File: config.mk
export PLATFORM = sky130hd
export DESIGN_NAME = psg_reg_file_if_flat
export DESIGN_NICKNAME = d
export VERILOG_FILES = /design/src/rtl/psg_reg_file_if_pkg.sv /design/src/rtl/psg_reg_file_if_if.sv /design/src/rtl/psg_reg_file_if_bus_capture.sv /design/src/rtl/psg_reg_file_if.sv /design/src/flat_wrapper.sv
export SDC_FILE = /design/constraint.sdc
export NUM_CORES = 1
export LEC_CHECK = 0
export CAP_MARGIN = 20
export CORE_MARGIN = 2
export CORE_UTILIZATION = 35
export DETAILED_ROUTE_END_ITERATION = 12
export GPL_ROUTABILITY_DRIVEN = 0
export PLACE_DENSITY_LB_ADDON = 0.05
export RECOVER_POWER = 25
export SYNTH_ARGS = -nofsm -noshare
export SYNTH_HDL_FRONTEND = slang
export SYNTH_HIERARCHICAL = 1
export SYNTH_SLANG_ARGS = --single-unit
File: constraint.sdc
create_clock -name clk -period 2.2 [get_ports clk]
set_clock_uncertainty 0.2 [all_clocks]
set_input_delay 0.44 -clock clk [delete_from_list [all_inputs] [get_ports clk]]
set_output_delay 0.44 -clock clk [all_outputs]
set_load 0.01 [all_outputs]
File: src/rtl/psg_reg_file_if_pkg.sv
// Shared types and sizes for the SN76489-compatible PSG write front end.
// Bus FSM states, register-type tags and register-file geometry.
package psg_pkg;

    typedef enum logic [1:0] {
        IDLE,
        CAPTURE,
        SETTLE,
        APPLY
    } bus_state_e;

    typedef enum logic {
        TONE  = 1'b0,
        ATTEN = 1'b1
    } reg_type_e;

    localparam int NUM_CH   = 4;
    localparam int NUM_TONE = 3;
    localparam int TONE_W   = 10;
    localparam int ATTEN_W  = 4;
    localparam int NOISE_W  = 3;

endpackage

File: src/rtl/psg_reg_file_if_if.sv
// Z80 bus snoop interface carrying the PSG port write signals.
// master drives the bus, slave snoops it.
interface psg_reg_file_if_if #(
    parameter int ADDR_W = 16
);
    logic [ADDR_W-1:0] addr;
    logic              MREQ_N;
    logic              WR_N;
    logic [7:0]        data;

    modport master (output addr, MREQ_N, WR_N, data);
    modport slave  (input  addr, MREQ_N, WR_N, data);
endinterface

File: src/rtl/psg_reg_file_if_bus_capture.sv
// Write decode, capture/settle FSM and byte register for the PSG port.
// PSG_GG_STEREO_EN adds a second matched address and a target flag.
module psg_bus_capture
    import psg_pkg::*;
#(
    parameter int                 ADDR_W        = 16,
    parameter int                 MATCH_W       = 8,
    parameter logic [MATCH_W-1:0] PSG_ADDR      = 8'h7F,
`ifdef PSG_GG_STEREO_EN
    parameter logic [MATCH_W-1:0] STEREO_ADDR   = 8'h06,
`endif
    parameter int                 SETTLE_CYCLES = 10
) (
    input  logic               clk,
    input  logic               reset_N,
    psg_reg_file_if_if.slave   bus,
    output logic [7:0]         byte_o,
`ifdef PSG_GG_STEREO_EN
    output logic               stereo_o,
`endif
    output logic               apply_o
);

    localparam logic [4:0] LAST = 5'(SETTLE_CYCLES - 1);

    bus_state_e state_q, state_d;
    logic [4:0] cnt_q, cnt_d;
    logic [7:0] byte_q, byte_d;
    logic       act_psg, act;
    logic       unused_addr;

    assign unused_addr = ^bus.addr[ADDR_W-1:MATCH_W];
    assign act_psg = (bus.addr[MATCH_W-1:0] == PSG_ADDR)
                   && !bus.MREQ_N && !bus.WR_N;

`ifdef PSG_GG_STEREO_EN
    logic act_st, st_q, st_d;
    assign act_st = (bus.addr[MATCH_W-1:0] == STEREO_ADDR)
                  && !bus.MREQ_N && !bus.WR_N;
    assign act    = act_psg || act_st;
    assign stereo_o = st_q;
`else
    assign act = act_psg;
`endif

    // Next state, settle counting and last-value-wins byte capture
    always_comb begin
        state_d = state_q;
        cnt_d   = cnt_q;
        byte_d  = byte_q;
`ifdef PSG_GG_STEREO_EN
        st_d    = st_q;
        if (act && state_q != APPLY) st_d = !act_psg;
`endif
        if (act && state_q != APPLY) byte_d = bus.data;
        unique case (state_q)
            IDLE: begin
                if (act) state_d = CAPTURE;
            end
            CAPTURE: begin
                if (!act) begin
                    cnt_d   = '0;
                    state_d = (LAST == 5'd0) ? APPLY : SETTLE;
                end
            end
            SETTLE: begin
                if (act) begin
                    cnt_d   = '0;
                    state_d = CAPTURE;
                end else begin
                    cnt_d = cnt_q + 5'd1;
                    if (cnt_d == LAST) begin
                        cnt_d   = '0;
                        state_d = APPLY;
                    end
                end
            end
            APPLY: begin
                state_d = act ? CAPTURE : IDLE;
            end
            default: state_d = IDLE;
        endcase
    end

    // State, counter and byte registers
    always_ff @(posedge clk or negedge reset_N) begin
        if (!reset_N) begin
            state_q <= IDLE;
            cnt_q   <= '0;
            byte_q  <= '0;
`ifdef PSG_GG_STEREO_EN
            st_q    <= 1'b0;
`endif
        end else begin
            state_q <= state_d;
            cnt_q   <= cnt_d;
            byte_q  <= byte_d;
`ifdef PSG_GG_STEREO_EN
            st_q    <= st_d;
`endif
        end
    end

    assign byte_o  = byte_q;
    assign apply_o = (state_q == APPLY);

endmodule

File: src/rtl/psg_reg_file_if.sv
// SN76489 write front end: latch/data decode into the full register file.
// Optional Game Gear stereo register behind PSG_GG_STEREO_EN.
module psg_reg_file_if
    import psg_pkg::*;
#(
    parameter int                 ADDR_W        = 16,
    parameter int                 MATCH_W       = 8,
    parameter logic [MATCH_W-1:0] PSG_ADDR      = 8'h7F,
    parameter int                 SETTLE_CYCLES = 10,
`ifdef PSG_GG_STEREO_EN
    parameter logic [MATCH_W-1:0] STEREO_ADDR   = 8'h06,
`endif
    parameter logic [3:0]         ATTEN_RESET   = 4'hF
) (
    input  logic                clk,
    input  logic                reset_N,
    psg_reg_file_if_if.slave    bus,
    output logic [29:0]         tone_period,
    output logic [2:0]          tone_update,
    output logic [15:0]         atten,
    output logic [3:0]          atten_update,
    output logic [2:0]          noise_ctrl,
    output logic                noise_update,
    output logic [1:0]          latched_ch,
`ifdef PSG_GG_STEREO_EN
    output logic [7:0]          stereo,
    output logic                stereo_update,
`endif
    output logic                latched_type
);

    logic [7:0] b;
    logic       apply;

    logic [NUM_TONE-1:0][TONE_W-1:0] tone_q, tone_d;
    logic [NUM_CH-1:0][ATTEN_W-1:0]  atten_q, atten_d;
    logic [NOISE_W-1:0]              noise_q, noise_d;
    logic [1:0]                      lch_q, lch_d, ch;
    reg_type_e                       ltype_q, ltype_d, typ;
    logic [NUM_TONE-1:0]             tupd_q, tupd_d;
    logic [NUM_CH-1:0]               aupd_q, aupd_d;
    logic                            nupd_q, nupd_d;
    logic                            is_st;

    psg_bus_capture #(
        .ADDR_W        (ADDR_W),
        .MATCH_W       (MATCH_W),
        .PSG_ADDR      (PSG_ADDR),
`ifdef PSG_GG_STEREO_EN
        .STEREO_ADDR   (STEREO_ADDR),
`endif
        .SETTLE_CYCLES (SETTLE_CYCLES)
    ) u_cap (
        .clk      (clk),
        .reset_N  (reset_N),
        .bus      (bus),
        .byte_o   (b),
`ifdef PSG_GG_STEREO_EN
        .stereo_o (is_st),
`endif
        .apply_o  (apply)
    );

`ifdef PSG_GG_STEREO_EN
    logic [7:0] st_q, st_d;
    logic       supd_q, supd_d;
`else
    assign is_st = 1'b0;
`endif

    // Latch/data decode; exactly one strobe per applied byte
    always_comb begin
        tone_d  = tone_q;
        atten_d = atten_q;
        noise_d = noise_q;
        lch_d   = lch_q;
        ltype_d = ltype_q;
        tupd_d  = '0;
        aupd_d  = '0;
        nupd_d  = 1'b0;
        ch      = b[7] ? b[6:5] : lch_q;
        typ     = b[7] ? reg_type_e'(b[4]) : ltype_q;
`ifdef PSG_GG_STEREO_EN
        st_d    = st_q;
        supd_d  = 1'b0;
        if (apply && is_st) begin
            st_d   = b;
            supd_d = 1'b1;
        end
`endif
        if (apply && !is_st) begin
            lch_d   = ch;
            ltype_d = typ;
            if (typ == ATTEN) begin
                atten_d[ch] = b[3:0];
                aupd_d[ch]  = 1'b1;
            end else if (ch == 2'd3) begin
                noise_d = b[2:0];
                nupd_d  = 1'b1;
            end else begin
                if (b[7]) tone_d[ch][3:0] = b[3:0];
                else      tone_d[ch][9:4] = b[5:0];
                tupd_d[ch] = 1'b1;
            end
        end
    end

    // Register file, latch state and strobes
    always_ff @(posedge clk or negedge reset_N) begin
        if (!reset_N) begin
            tone_q  <= '0;
            atten_q <= {NUM_CH{ATTEN_RESET}};
            noise_q <= '0;
            lch_q   <= '0;
            ltype_q <= TONE;
            tupd_q  <= '0;
            aupd_q  <= '0;
            nupd_q  <= 1'b0;
`ifdef PSG_GG_STEREO_EN
            st_q    <= 8'hFF;
            supd_q  <= 1'b0;
`endif
        end else begin
            tone_q  <= tone_d;
            atten_q <= atten_d;
            noise_q <= noise_d;
            lch_q   <= lch_d;
            ltype_q <= ltype_d;
            tupd_q  <= tupd_d;
            aupd_q  <= aupd_d;
            nupd_q  <= nupd_d;
`ifdef PSG_GG_STEREO_EN
            st_q    <= st_d;
            supd_q  <= supd_d;
`endif
        end
    end

    assign tone_period  = tone_q;
    assign tone_update  = tupd_q;
    assign atten        = atten_q;
    assign atten_update = aupd_q;
    assign noise_ctrl   = noise_q;
    assign noise_update = nupd_q;
    assign latched_ch   = lch_q;
    assign latched_type = ltype_q;
`ifdef PSG_GG_STEREO_EN
    assign stereo        = st_q;
    assign stereo_update = supd_q;
`endif

endmodule

File: src/flat_wrapper.sv
// flat-port wrapper written by rule: the top's interface ports become plain ports
module psg_reg_file_if_flat import psg_pkg::*;
#(
    parameter int                 ADDR_W        = 16,
    parameter int                 MATCH_W       = 8,
    parameter logic [MATCH_W-1:0] PSG_ADDR      = 8'h7F,
    parameter int                 SETTLE_CYCLES = 10,

    parameter logic [3:0]         ATTEN_RESET   = 4'hF
)
  (clk, reset_N, tone_period, tone_update, atten, atten_update, noise_ctrl, noise_update, latched_ch, latched_type, bus_addr, bus_MREQ_N, bus_WR_N, bus_data);
  psg_reg_file_if_if #(.ADDR_W(ADDR_W)) bus_i ();
  input  logic clk;
  input  logic reset_N;
  output logic [29:0] tone_period;
  output logic [2:0] tone_update;
  output logic [15:0] atten;
  output logic [3:0] atten_update;
  output logic [2:0] noise_ctrl;
  output logic noise_update;
  output logic [1:0] latched_ch;
  output logic latched_type;
  input wire logic [$bits(bus_i.addr)-1:0] bus_addr;
  input wire logic [$bits(bus_i.MREQ_N)-1:0] bus_MREQ_N;
  input wire logic [$bits(bus_i.WR_N)-1:0] bus_WR_N;
  input wire logic [$bits(bus_i.data)-1:0] bus_data;
  assign bus_i.addr = bus_addr;
  assign bus_i.MREQ_N = bus_MREQ_N;
  assign bus_i.WR_N = bus_WR_N;
  assign bus_i.data = bus_data;
  psg_reg_file_if #(.ADDR_W(ADDR_W), .MATCH_W(MATCH_W), .PSG_ADDR(PSG_ADDR), .SETTLE_CYCLES(SETTLE_CYCLES), .ATTEN_RESET(ATTEN_RESET)) u_core (.clk(clk), .reset_N(reset_N), .bus(bus_i), .tone_period(tone_period), .tone_update(tone_update), .atten(atten), .atten_update(atten_update), .noise_ctrl(noise_ctrl), .noise_update(noise_update), .latched_ch(latched_ch), .latched_type(latched_type));
endmodule
* Word-level counts from Yosys, hierarchy flattened
Index checks and enable logic that the tools add are counted.
** Storage, ports and cells
- Bits in registers :: 75
- Output and inout port bits :: 60
** Cells by class
- Add/sub/neg operators :: 1
- $lt $le $gt $ge :: 2
- Equality and inequality tests :: 10
- Muxes and demuxes :: 32
- Bitwise gates (word level) :: 2
- Reductions and logical operators :: 13
** Operators by type and width (number)
- 30-bit bitwise mux :: 2
- 10-bit demux with 2-bit select :: 2
- 30-bit 2-to-1 mux :: 1
- 16-bit bitwise mux :: 1
- 4-bit 2-to-1 mux :: 4
- 5-bit 2-to-1 mux :: 3
- 10-bit 2-to-1 mux :: 1
- 2-bit 2-to-1 mux :: 5
- 5-bit case mux with 2 select lines :: 1
- 3-bit 2-to-1 mux :: 3
- 3-bit AND reduction :: 3
- 4-bit demux with 2-bit select :: 1
- 8-bit by 7-bit equality test with 1-bit output (second input constant) :: 1
- 2-bit case mux with 4 select lines :: 1
- 2-bit equality test (second input constant) :: 3
- 1-bit 2-to-1 mux :: 6
- 2-bit != test (second input constant) :: 3
- 5-bit by 1-bit adder with 5-bit output (second input constant) :: 1
- 5-bit by 4-bit equality test with 1-bit output (second input constant) :: 1
- 1-bit logical AND :: 4
- 2-bit AND reduction :: 2
- 2-bit by 3-bit less-than comparator with 1-bit output (second input constant) :: 1
- 3-bit != test (second input constant) :: 1
- 1-bit demux with 2-bit select :: 1
- other kinds (6) :: 8

* Depth between registers and ports, before layout
Gate-level depths: netlist of run 1.
- Word-level depth :: 8
- Gate-level depth with buffers :: 6
- Mapped depth without buffers :: 6

* By module
The synthesis of run 1 kept the hierarchy.
** By module, submodules not included
- psg_reg_file_if :: instances 1, cells an instance 158, area an instance 2439.8 µm²
- psg_bus_capture :: instances 1, cells an instance 78, area an instance 808.3 µm²

* Worst setup path after synthesis of run 1
No wires, ideal clock.
- Path kind :: register to register
- Start :: reg u_core.u_cap.state_q[1]
- End :: reg u_core.tone_q, in the netlist u_core/tone_period[20]
- Setup time :: 125 ps
- Arrival :: 1945 ps
- Data required time :: 1875 ps
- Setup slack :: -70 ps
- Cell stages (with the launch flop) :: 6
- Path buffers :: 1
- Period minus slack after synthesis :: 2270 ps
- Cells stage by stage :: dfrtp_1 -> clkbuf_1 -> and2_1 -> nand2_4 -> or4b_4 -> mux2_4
** Between the ends
- Cells in the longest elaborated chain, start to end :: 2
** Ends and longest elaborated chain
- from (decl) :: RTL line psg_reg_file_if_bus_capture.sv:26 : bus_state_e state_q, state_d;
- from (signal assigned) :: RTL line psg_reg_file_if_bus_capture.sv:95 : state_q <= state_d;
- 2-bit equality test :: RTL line psg_reg_file_if_bus_capture.sv:105 : assign apply_o = (state_q == APPLY);
- net u_core.apply :: RTL line psg_reg_file_if.sv:33 : logic apply;
- 3-bit AND reduction (no source line)
- to (signal assigned) :: RTL line psg_reg_file_if.sv:124 : tone_q <= tone_d;
- to (decl) :: RTL line psg_reg_file_if.sv:35 : logic [NUM_TONE-1:0][TONE_W-1:0] tone_q, tone_d;
The timed path passes the listed nets, and every way through them passes these cells.
A chain may end at the register's enable or synchronous reset.

* Worst setup path in the final report of run 1
- Start :: in bus_MREQ_N
- End :: reg u_core.u_cap.byte_q[6] (netlist: u_core/u_cap/byte_o[6])
** Between the ends
- Cells in the longest elaborated chain, start to end :: 4
** Ends and longest elaborated chain
- from (decl) :: RTL line flat_wrapper.sv:24 : input wire logic [$bits(bus_i.MREQ_N)-1:0] bus_MREQ_N;
- 1-bit logical NOT :: RTL line psg_reg_file_if_bus_capture.sv:34 : && !bus.MREQ_N && !bus.WR_N;
- 1-bit logical AND (2 in series) :: RTL line psg_reg_file_if_bus_capture.sv:34
- 1-bit logical AND :: RTL line psg_reg_file_if_bus_capture.sv:55 : if (act && state_q != APPLY) byte_d = bus.data;
- to (signal assigned) :: RTL line psg_reg_file_if_bus_capture.sv:97 : byte_q <= byte_d;
- to (decl) :: RTL line psg_reg_file_if_bus_capture.sv:28 : logic [7:0] byte_q, byte_d;
No other way between the ends.

==> impl_metrics.env, run 1 <==
export IMPL_grt_usage=0.156
export IMPL_syn_area_mm2=0.00325
export IMPL_grt_max_degree=34
export IMPL_seqPwrFrac=0.494
export IMPL_design_die_area_mm2=0.0101
export IMPL_tightest_slew_ns=0.714
export IMPL_async_reset_ff_frac=1.00
export IMPL_status="completed"
export IMPL_syn2layout_area_growth_pct=38.3
export IMPL_timing_fmax_mhz=466
export IMPL_hold_viol=0
export IMPL_ys_ff_latch=75
export IMPL_ant_nets=0
export IMPL_port_buffers=79
export IMPL_min_to="u_core/tone_period[16]"
export IMPL_cts_tree="built"
export IMPL_cts_buffer_depth=2
export IMPL_cts_sinks=75
export IMPL_fin_hold_ws_ns=0.307
export IMPL_switchingPower_w=0.000856
export IMPL_cp_arrival_ns=2.17
export IMPL_fin_crit_sh=0.975
export IMPL_cp_max_fo=8
export IMPL_cp_end_kind="flip-flop"
export IMPL_initial_core_util=0.357
export IMPL_p_leak_nw=2.08
export IMPL_postSynthAreaPerCell_um2=13.8
export IMPL_whs_path_depth=1
export IMPL_ff2ff_setup_slack_ns=0.23
export IMPL_worstReg2RegEnd="u_core/u_cap/cnt_q[0]"
export IMPL_overflow=0
export IMPL_die_w_um=100
export IMPL_rsz0062_at_grt="no"
export IMPL_dp_slack_ns=-0.396
export IMPL_firstDrtPassIters=4
export IMPL_netSwitchingFraction=0.271
export IMPL_setup_viol=0
export IMPL_worst_slack_ns=0.0543
export IMPL_io_pins=88
export IMPL_route_detailed_drc=0
export IMPL_core_mm2=0.00911
export IMPL_hpwl_um=4930
export IMPL_layout_commonest_cell="clkdlybuf4s50_1"
export IMPL_max_cap_violations=0
export IMPL_ys_flop_type="dfrtp_1"
export IMPL_fin_crit_ns=2.15
export IMPL_r2r_start="u_core/u_cap/cnt_q[0]"
export IMPL_slew_violations=0
export IMPL_rows=35
export IMPL_rr_worst_depth=6
export IMPL_min_path_type="flip-flop to flip-flop"
export IMPL_h_tree_depth=3
export IMPL_drt_total_wl_um=7290
export IMPL_drive_gt1_frac=0.356
export IMPL_startpoint_type="input port"
export IMPL_root_buffer="clkbuf_8"
export IMPL_utilization=0.493
export IMPL_grt_pass1_vias=2296
export IMPL_die_h_um=100
export IMPL_dr_total_vias=2189
export IMPL_hp_start="u_core/tone_period[16]"
export IMPL_drt_iter0_markers=59
export IMPL_irDropWorstVdd_mv=0.324
export IMPL_p_clk_frac=0.358
export IMPL_vias_per_cell=4.89
export IMPL_slew_headroom=0.524
export IMPL_numCtsBuffers=9
export IMPL_clk_insertion_delay_late_ns=0.34
export IMPL_antenna_cells=0
export IMPL_clk_pin_slew_worst_paths_ns=0.07
export IMPL_wl_per_cell_um=16.3
export IMPL_antenna_found_initial=0
export IMPL_num_nets_final=362
export IMPL_p_per_area_mw_per_mm2=704
export IMPL_mostFrequentLayoutCells="clkdlybuf4s50_1 (78), dfrtp_1 (59), mux2_2 (56)"
export IMPL_synth_seq_area_share=0.584
export IMPL_critPathRequiredTime_ns=2.22
export IMPL_synth_nets=266
export IMPL_synth_edf_count=0
export IMPL_netlist_instances=236
export IMPL_yosysUniqueCellTypes=42
export IMPL_critical_path_class="input port to flip-flop"
export IMPL_pwr_share_comb=0.148
export IMPL_intPower_w=0.00231
export IMPL_yosysWarnings=6
export IMPL_grt_pass1_wl_um=12000
per-stage QoR:
stage	cell area, um^2	setup TNS, ns	instances	power [W]
2_1_floorplan	3250	0	236	0.00184
3_3_place_gp	4270	-4.35	431	0.00205
3_5_place_dp	4270	-4.60	431	0.00206
4_1_cts	4510	0	448	0.00321
5_1_grt	4490	0	448	0.00336
6_report	4490	0	448	0.00316
timing repair:
item | in CTS | in global routing
resized for setup | 1 | 0
hold buffers | 1 | 0
endpoints found under the hold margin | 16 | 0
setup buffers | 0 | 0
setup endpoints to repair | 8 | 0
Yosys cell counts (all sizes together) (2+ instances only):
cell type,n,area (um^2)
and3b,3,26.3
dfrtp,59,1480
inv,8,30.0
nand3,5,25.0
buf,5,30.0
or3,2,12.5
nand2,11,48.8
a21oi,6,33.8
ha,2,25.0
nor2,9,50.1
nand2b,3,18.8
mux2i,4,40.0
and2,2,12.5
nor4b,3,41.3
nor4,3,31.3
o21ai,5,25.0
nand4b,2,17.5
dfstp,16,420
nor3b,3,22.5
mux2,60,691
clkbuf,7,26.3
o211ai,7,57.6
routing by layer:
metal,GRT usage,wire (um),up-vias
li1,-,-,1037
met1,0.210,3420,1087
met2,0.236,3350,56
met3,0.0487,412,9
met4,0.0580,102,0
met5,0,0,-
power by group through the flow:
stage | clock network, W | registers [W] | logic (W)
6_report | 0.00113 | 0.00156 | 0.000469
5_1_grt | 0.00124 | 0.00158 | 0.000536
4_1_cts | 0.00117 | 0.00156 | 0.000476
3_5_place_dp | 0 | 0.00159 | 0.000470
3_3_place_gp | 0 | 0.00159 | 0.000467
2_1_floorplan | 0 | 0.00156 | 0.000280
layout make-up:
cell class / count / area, um^2
inverter: 8 / 30.0
tap: 111 / 139
sequential: 75 / 1900
clock buffer: 11 / 163
multi-input combinational: 141 / 1270
clock inverter: 5 / 58.8
fill: 831 / 4620
timing repair buffer: 97 / 936
registers in the layout, indices dropped and copies added (netlist names):
signal                cells
u_core/u_cap/byte_o       8
u_core/latched_ch         2
u_core/noise_ctrl         3
u_core/u_cap/cnt_q        5
u_core/noise_update       1
u_core/u_cap/state_q      2
u_core/latched_type       1
u_core/atten             16
u_core/tone_update        3
u_core/tone_period       30
u_core/atten_update       4
worst max-delay path, cell delays in order:
cell,delay (ns)
clkdlybuf4s50_1,0.39
or2_1,0.24
or4_4,0.56
nor2_8,0.18
mux2_2,0.35
how the worst max path moves through the flow:
stage | start | end | cells after the start
after floorplan | u_core/u_cap/state_q[1] | u_core/tone_period[4] | 6
after global placement | bus_MREQ_N | u_core/u_cap/byte_o[4] | 5
after detailed placement | bus_MREQ_N | u_core/u_cap/byte_o[6] | 5
after CTS | u_core/latched_ch[1] | latched_ch[1] | 1
after global routing | bus_MREQ_N | u_core/u_cap/byte_o[6] | 5
final | bus_MREQ_N | u_core/u_cap/byte_o[6] | 5
logic make-up (layout without fill, tap and decap cells):
kind of cell | Yosys count | count (layout) | synth area share
multiplexers | 64 | 64 | 0.225
buffers and inverters | 20 | 121 | 0.0266
AND/OR/NAND/NOR | 53 | 53 | 0.110
adder cells (fa/ha/maj) | 2 | 2 | 0.00770
AO/OA/AOI/OAI | 22 | 22 | 0.0466
flip-flops | 75 | 75 | 0.584
No activity file was read; power rests on OpenSTA's default activity.
==> inputs of run 2 (changes only) <==
--- a/config.mk
+++ b/config.mk
@@ -7,7 +7,7 @@
 export LEC_CHECK = 0
 export CAP_MARGIN = 20
 export CORE_MARGIN = 2
-export CORE_UTILIZATION = 35
+export CORE_UTILIZATION = 43
 export DETAILED_ROUTE_END_ITERATION = 12
 export GPL_ROUTABILITY_DRIVEN = 0
 export PLACE_DENSITY_LB_ADDON = 0.05
==> impl_metrics.env, run 2 (same netlist as run 1, synthesis figures left out) <==
export IMPL_r2r_start="u_core/u_cap/state_q[0]"
export IMPL_setup_viol=0
export IMPL_p_leak_nw=2.06
export IMPL_dr_total_vias=2176
export IMPL_mostFrequentLayoutCells="clkdlybuf4s50_1 (78), dfrtp_1 (59), mux2_2 (56)"
export IMPL_utilization=0.608
export IMPL_firstDrtPassIters=5
export IMPL_critical_path_class="input port to flip-flop"
export IMPL_ff2ff_setup_slack_ns=0.14
export IMPL_slew_headroom=0.317
export IMPL_rr_worst_depth=5
export IMPL_worstReg2RegEnd="u_core/tone_period[6]"
export IMPL_io_pins=88
export IMPL_cts_tree="built"
export IMPL_slew_violations=0
export IMPL_drive_gt1_frac=0.354
export IMPL_port_buffers=79
export IMPL_route_detailed_drc=0
export IMPL_p_per_area_mw_per_mm2=675
export IMPL_nFillCells=648
export IMPL_fin_crit_ns=2.15
export IMPL_min_to="u_core/tone_period[2]"
export IMPL_grt_max_degree=43
export IMPL_grt_pass1_vias=2287
export IMPL_root_buffer="clkbuf_8"
export IMPL_highest_layer="met4"
export IMPL_hpwl_um=4920
export IMPL_crit_path_max_incr_delay_ns=0.56
export IMPL_core_mm2=0.00729
export IMPL_met3_length_um=404
export IMPL_ant_nets=0
export IMPL_timing_fmax_mhz=464
export IMPL_num_nets_final=364
export IMPL_rsz0062_at_grt="no"
export IMPL_cp_max_fo=8
export IMPL_cts_setup_buffers=0
export IMPL_antenna_cells=0
export IMPL_design_die_area_mm2=0.00826
export IMPL_grt_pass1_wl_um=12000
export IMPL_wl_per_cell_um=16.0
export IMPL_rows=31
export IMPL_max_cap_violations=0
export IMPL_h_tree_depth=3
export IMPL_met1Wirelength_um=3210
export IMPL_cts_buffer_depth=2
export IMPL_clk_insertion_delay_late_ns=0.33
export IMPL_antenna_found_initial=0
export IMPL_overflow=0
export IMPL_tightest_slew_ns=1.02
export IMPL_fin_tns_setup_ns=0
export IMPL_min_path_type="flip-flop to flip-flop"
export IMPL_layout_commonest_cell="clkdlybuf4s50_1"
export IMPL_vias_per_cell=4.97
export IMPL_initial_core_util=0.445
export IMPL_clk_pin_slew_worst_paths_ns=0.08
export IMPL_hold_viol=0
export IMPL_irDropWorstVdd_mv=0.350
export IMPL_drt_iter0_markers=89
export IMPL_status="completed"
export IMPL_syn2layout_area_growth_pct=36.6
export IMPL_cts_sinks=75
export IMPL_dr_wl_met2_um=3350
export IMPL_cp_end_kind="flip-flop"
export IMPL_startpoint_type="input port"
export IMPL_drt_total_wl_um=7010
export IMPL_critPathRequiredTime_ns=2.22
export IMPL_cp_arrival_ns=2.17
export IMPL_die_h_um=90.9
export IMPL_die_w_um=90.9
export IMPL_fin_crit_sh=0.979
export IMPL_grt_usage=0.186
export IMPL_hp_start="u_core/tone_period[2]"
export IMPL_numCtsBuffers=9
export IMPL_cp_cell_sequence="clkdlybuf4s50_1 > or2_1 > or4_4 > nor2_8 > mux2_2"
export IMPL_whs_path_depth=1
export IMPL_largest_reg_flops=30
export IMPL_slowest_stage="or4_4"
## run 2: layout make-up
cell class | count | area (um^2) | area share
inverters | 8 | 30.0 | 0.00677
multi-input cells | 141 | 1270 | 0.286
clock buffers | 10 | 138 | 0.0310
repair buffers | 99 | 938 | 0.212
flip-flops and latches | 75 | 1900 | 0.428
clock inverters | 6 | 41.3 | 0.00931
well taps | 99 | 124 | 0.0279
## run 2: per-layer routing
layer | vias up | track usage
li1 | 1038 | -
met1 | 1078 | 0.255
met2 | 56 | 0.292
met3 | 4 | 0.0451
met4 | 0 | 0.0606
met5 | - | 0
## run 2: power by group
group,internal [W],switching [W]
sequential,0.00145,0.000106
combinational,0.000248,0.000250
clock,0.000438,0.000507
## run 2: what timing repair did
| item | 4_1_cts | 5_1_grt |
|---|---|---|
| setup endpoints to repair | 8 | 0 |
| hold buffers | 1 | 0 |
| endpoints found under the hold margin | 25 | 0 |
| gates resized for setup | 1 | 0 |
## run 2: through the flow
| step | area [um^2] | setup slack (ns) | hold WS, ns | total power, W | cells |
|---|---|---|---|---|---|
| 2_1_floorplan | 3250 | 0.0216 | -0.0556 | 0.00184 | 236 |
| 3_3_place_gp | 4260 | -0.359 | 0.261 | 0.00206 | 421 |
| 3_5_place_dp | 4260 | -0.397 | 0.258 | 0.00208 | 421 |
| 4_1_cts | 4450 | 0.0522 | 0.314 | 0.00305 | 438 |
| 5_1_grt | 4440 | 0.00945 | 0.327 | 0.00318 | 438 |
| 6_report | 4440 | 0.0454 | 0.311 | 0.00299 | 438 |
## run 2: how the worst max path moves through the flow
stage                            start                     end  depth (start not counted)
5_1_grt          u_core/u_cap/cnt_q[0]   u_core/u_cap/cnt_q[0]                          6
3_3_place_gp                bus_MREQ_N  u_core/u_cap/byte_o[4]                          5
2_1_floorplan  u_core/u_cap/state_q[1]   u_core/tone_period[4]                          6
4_1_cts                     bus_MREQ_N  u_core/u_cap/byte_o[1]                          5
6_report                    bus_MREQ_N  u_core/u_cap/byte_o[1]                          5
3_5_place_dp                bus_MREQ_N  u_core/u_cap/byte_o[1]                          5
## run 2: worst max-delay path, delay by kind of cell
kind / cells / cell delay, ns
AND/OR/NAND/NOR: 3 / 0.98
multiplexers: 1 / 0.36
buffers and inverters: 1 / 0.39
==> inputs of run 3 (changes only) <==
==> constraint.sdc (replaced) <==
create_clock -name clk -period 2.2 [get_ports clk]
set_clock_uncertainty 0.2 [all_clocks]
set_input_delay 0.22 -clock clk [delete_from_list [all_inputs] [get_ports clk]]
set_output_delay 0.22 -clock clk [all_outputs]
set_load 0.01 [all_outputs]
==> impl_metrics.env, run 3 (same netlist as run 1, synthesis figures left out) <==
export IMPL_status="completed"
export IMPL_total_power_w=0.00298
export IMPL_grt_usage=0.180
export IMPL_num_nets_final=364
export IMPL_vias_per_cell=4.97
export IMPL_p_per_area_mw_per_mm2=671
export IMPL_cp_arrival_ns=2.04
export IMPL_numCtsBuffers=9
export IMPL_critical_path_class="input port to flip-flop"
export IMPL_cp_cell_sequence="clkdlybuf4s50_1 > or2_1 > or4_1 > nor2_8 > mux2_2"
export IMPL_grt_pass1_wl_um=11600
export IMPL_fin_hold_ws_ns=0.297
export IMPL_tightest_slew_ns=1.44
export IMPL_max_cap_violations=0
export IMPL_rows=31
export IMPL_startpoint_type="input port"
export IMPL_antenna_cells=0
export IMPL_wl_per_cell_um=15.9
export IMPL_grt_pass1_vias=2281
export IMPL_min_path_type="input port to flip-flop"
export IMPL_cts_setup_buffers=0
export IMPL_grt_max_degree=60
export IMPL_clk_pin_slew_worst_paths_ns=0.08
export IMPL_mostFrequentLayoutCells="clkdlybuf4s50_1 (78), dfrtp_1 (59), mux2_2 (56)"
export IMPL_slew_headroom=0.0398
export IMPL_fin_crit_sh=0.922
export IMPL_dr_total_vias=2176
export IMPL_crit_buf_inv=1
export IMPL_path_delay_family="simple AND/OR/NAND/NOR gates"
export IMPL_fin_crit_ns=2.03
export IMPL_crit_path_max_incr_delay_ns=0.62
export IMPL_die_h_um=90.9
export IMPL_slew_violations=0
export IMPL_setup_viol=0
export IMPL_design_die_area_mm2=0.00826
export IMPL_antenna_found_initial=0
export IMPL_root_buffer="clkbuf_8"
export IMPL_irDropWorstVdd_mv=0.378
export IMPL_firstDrtPassIters=4
export IMPL_syn2layout_area_growth_pct=36.9
export IMPL_h_tree_depth=3
export IMPL_layout_commonest_cell="clkdlybuf4s50_1"
export IMPL_slowest_stage="or4_1"
export IMPL_core_mm2=0.00729
export IMPL_drt_iter0_markers=61
export IMPL_cp_end_kind="flip-flop"
export IMPL_clk_insertion_delay_late_ns=0.33
export IMPL_cts_buffer_depth=2
export IMPL_rsz0062_at_grt="no"
export IMPL_die_w_um=90.9
export IMPL_cts_tree="built"
export IMPL_drive_gt1_frac=0.354
export IMPL_cp_max_fo=8
export IMPL_route_detailed_drc=0
export IMPL_critPathRequiredTime_ns=2.21
export IMPL_p_leak_nw=2.06
export IMPL_initial_core_util=0.445
export IMPL_nFillCells=635
export IMPL_fin_tns_setup_ns=0
export IMPL_largest_reg_flops=30
export IMPL_port_buffers=79
export IMPL_hpwl_um=4710
export IMPL_utilization=0.610
export IMPL_cts_sinks=75
export IMPL_ant_nets=0
export IMPL_drt_total_wl_um=6950
export IMPL_finalNonFillerCells=438
export IMPL_overflow=0
export IMPL_placed_cells=421
export IMPL_hold_viol=0
export IMPL_io_pins=88
export IMPL_timing_fmax_mhz=493
run 3: layout make-up:
cell class / instances / area, um^2 / share of cell area
clock buffer: 11 / 141 / 0.0318
tap: 99 / 124 / 0.0279
clock inverter: 5 / 37.5 / 0.00844
sequential: 75 / 1900 / 0.427
inverter: 8 / 30.0 / 0.00675
timing repair buffer: 99 / 951 / 0.214
multi-input combinational: 141 / 1270 / 0.285
run 3: power breakdown:
part           internal (W)  leakage [nW]  switching (W)
combinational      0.000244         0.998       0.000238
clock              0.000445        0.0859       0.000505
sequential          0.00145         0.981       0.000104
run 3: final timing paths:
check,from,to,slack (ns),depth (start not counted)
setup / recovery,bus_MREQ_N,u_core/u_cap/byte_o[1],0.17,5
hold / removal,bus_data[3],u_core/u_cap/byte_o[3],0.30,2
setup reg to reg,u_core/u_cap/cnt_q[0],u_core/u_cap/cnt_q[0],0.24,6
hold reg to reg,u_core/tone_period[2],u_core/tone_period[2],0.31,1
max in group asynchronous,reset_N,u_core/u_cap/byte_o[1],0.35,3
min in group asynchronous,reset_N,u_core/u_cap/cnt_q[2],0.57,2
run 3: metal layers:
layer | global-route usage | vias to the layer above | share of wire
li1 | - | 1042 | -
met1 | 0.245 | 1074 | 0.48
met2 | 0.281 | 54 | 0.46
met3 | 0.0442 | 6 | 0.049
met4 | 0.0657 | 0 | 0.011
met5 | 0 | - | 0
run 3: what timing repair did:
| action | CTS | global route |
|---|---|---|
| gates resized for setup | 0 | 0 |
| hold buffers | 1 | 0 |
| hold endpoints to repair | 41 | 0 |
run 3: worst register-to-register path, cell delays in order, from the launching register on:
cell and delay [ns]:
dfrtp_1 0.45, ha_1 0.29, nor4b_1 0.31, nand2_1 0.08, o21ai_0 0.18, o21ai_0 0.16
a22o_1 0.19
run 3: metrics by stage:
step           cell area [um^2]  worst slack, ns
6_report                   4450            0.172
5_1_grt                    4450           0.0297
4_1_cts                    4450            0.178
3_5_place_dp               4260           -0.192
3_3_place_gp               4260           -0.140
2_1_floorplan              3250           0.0216
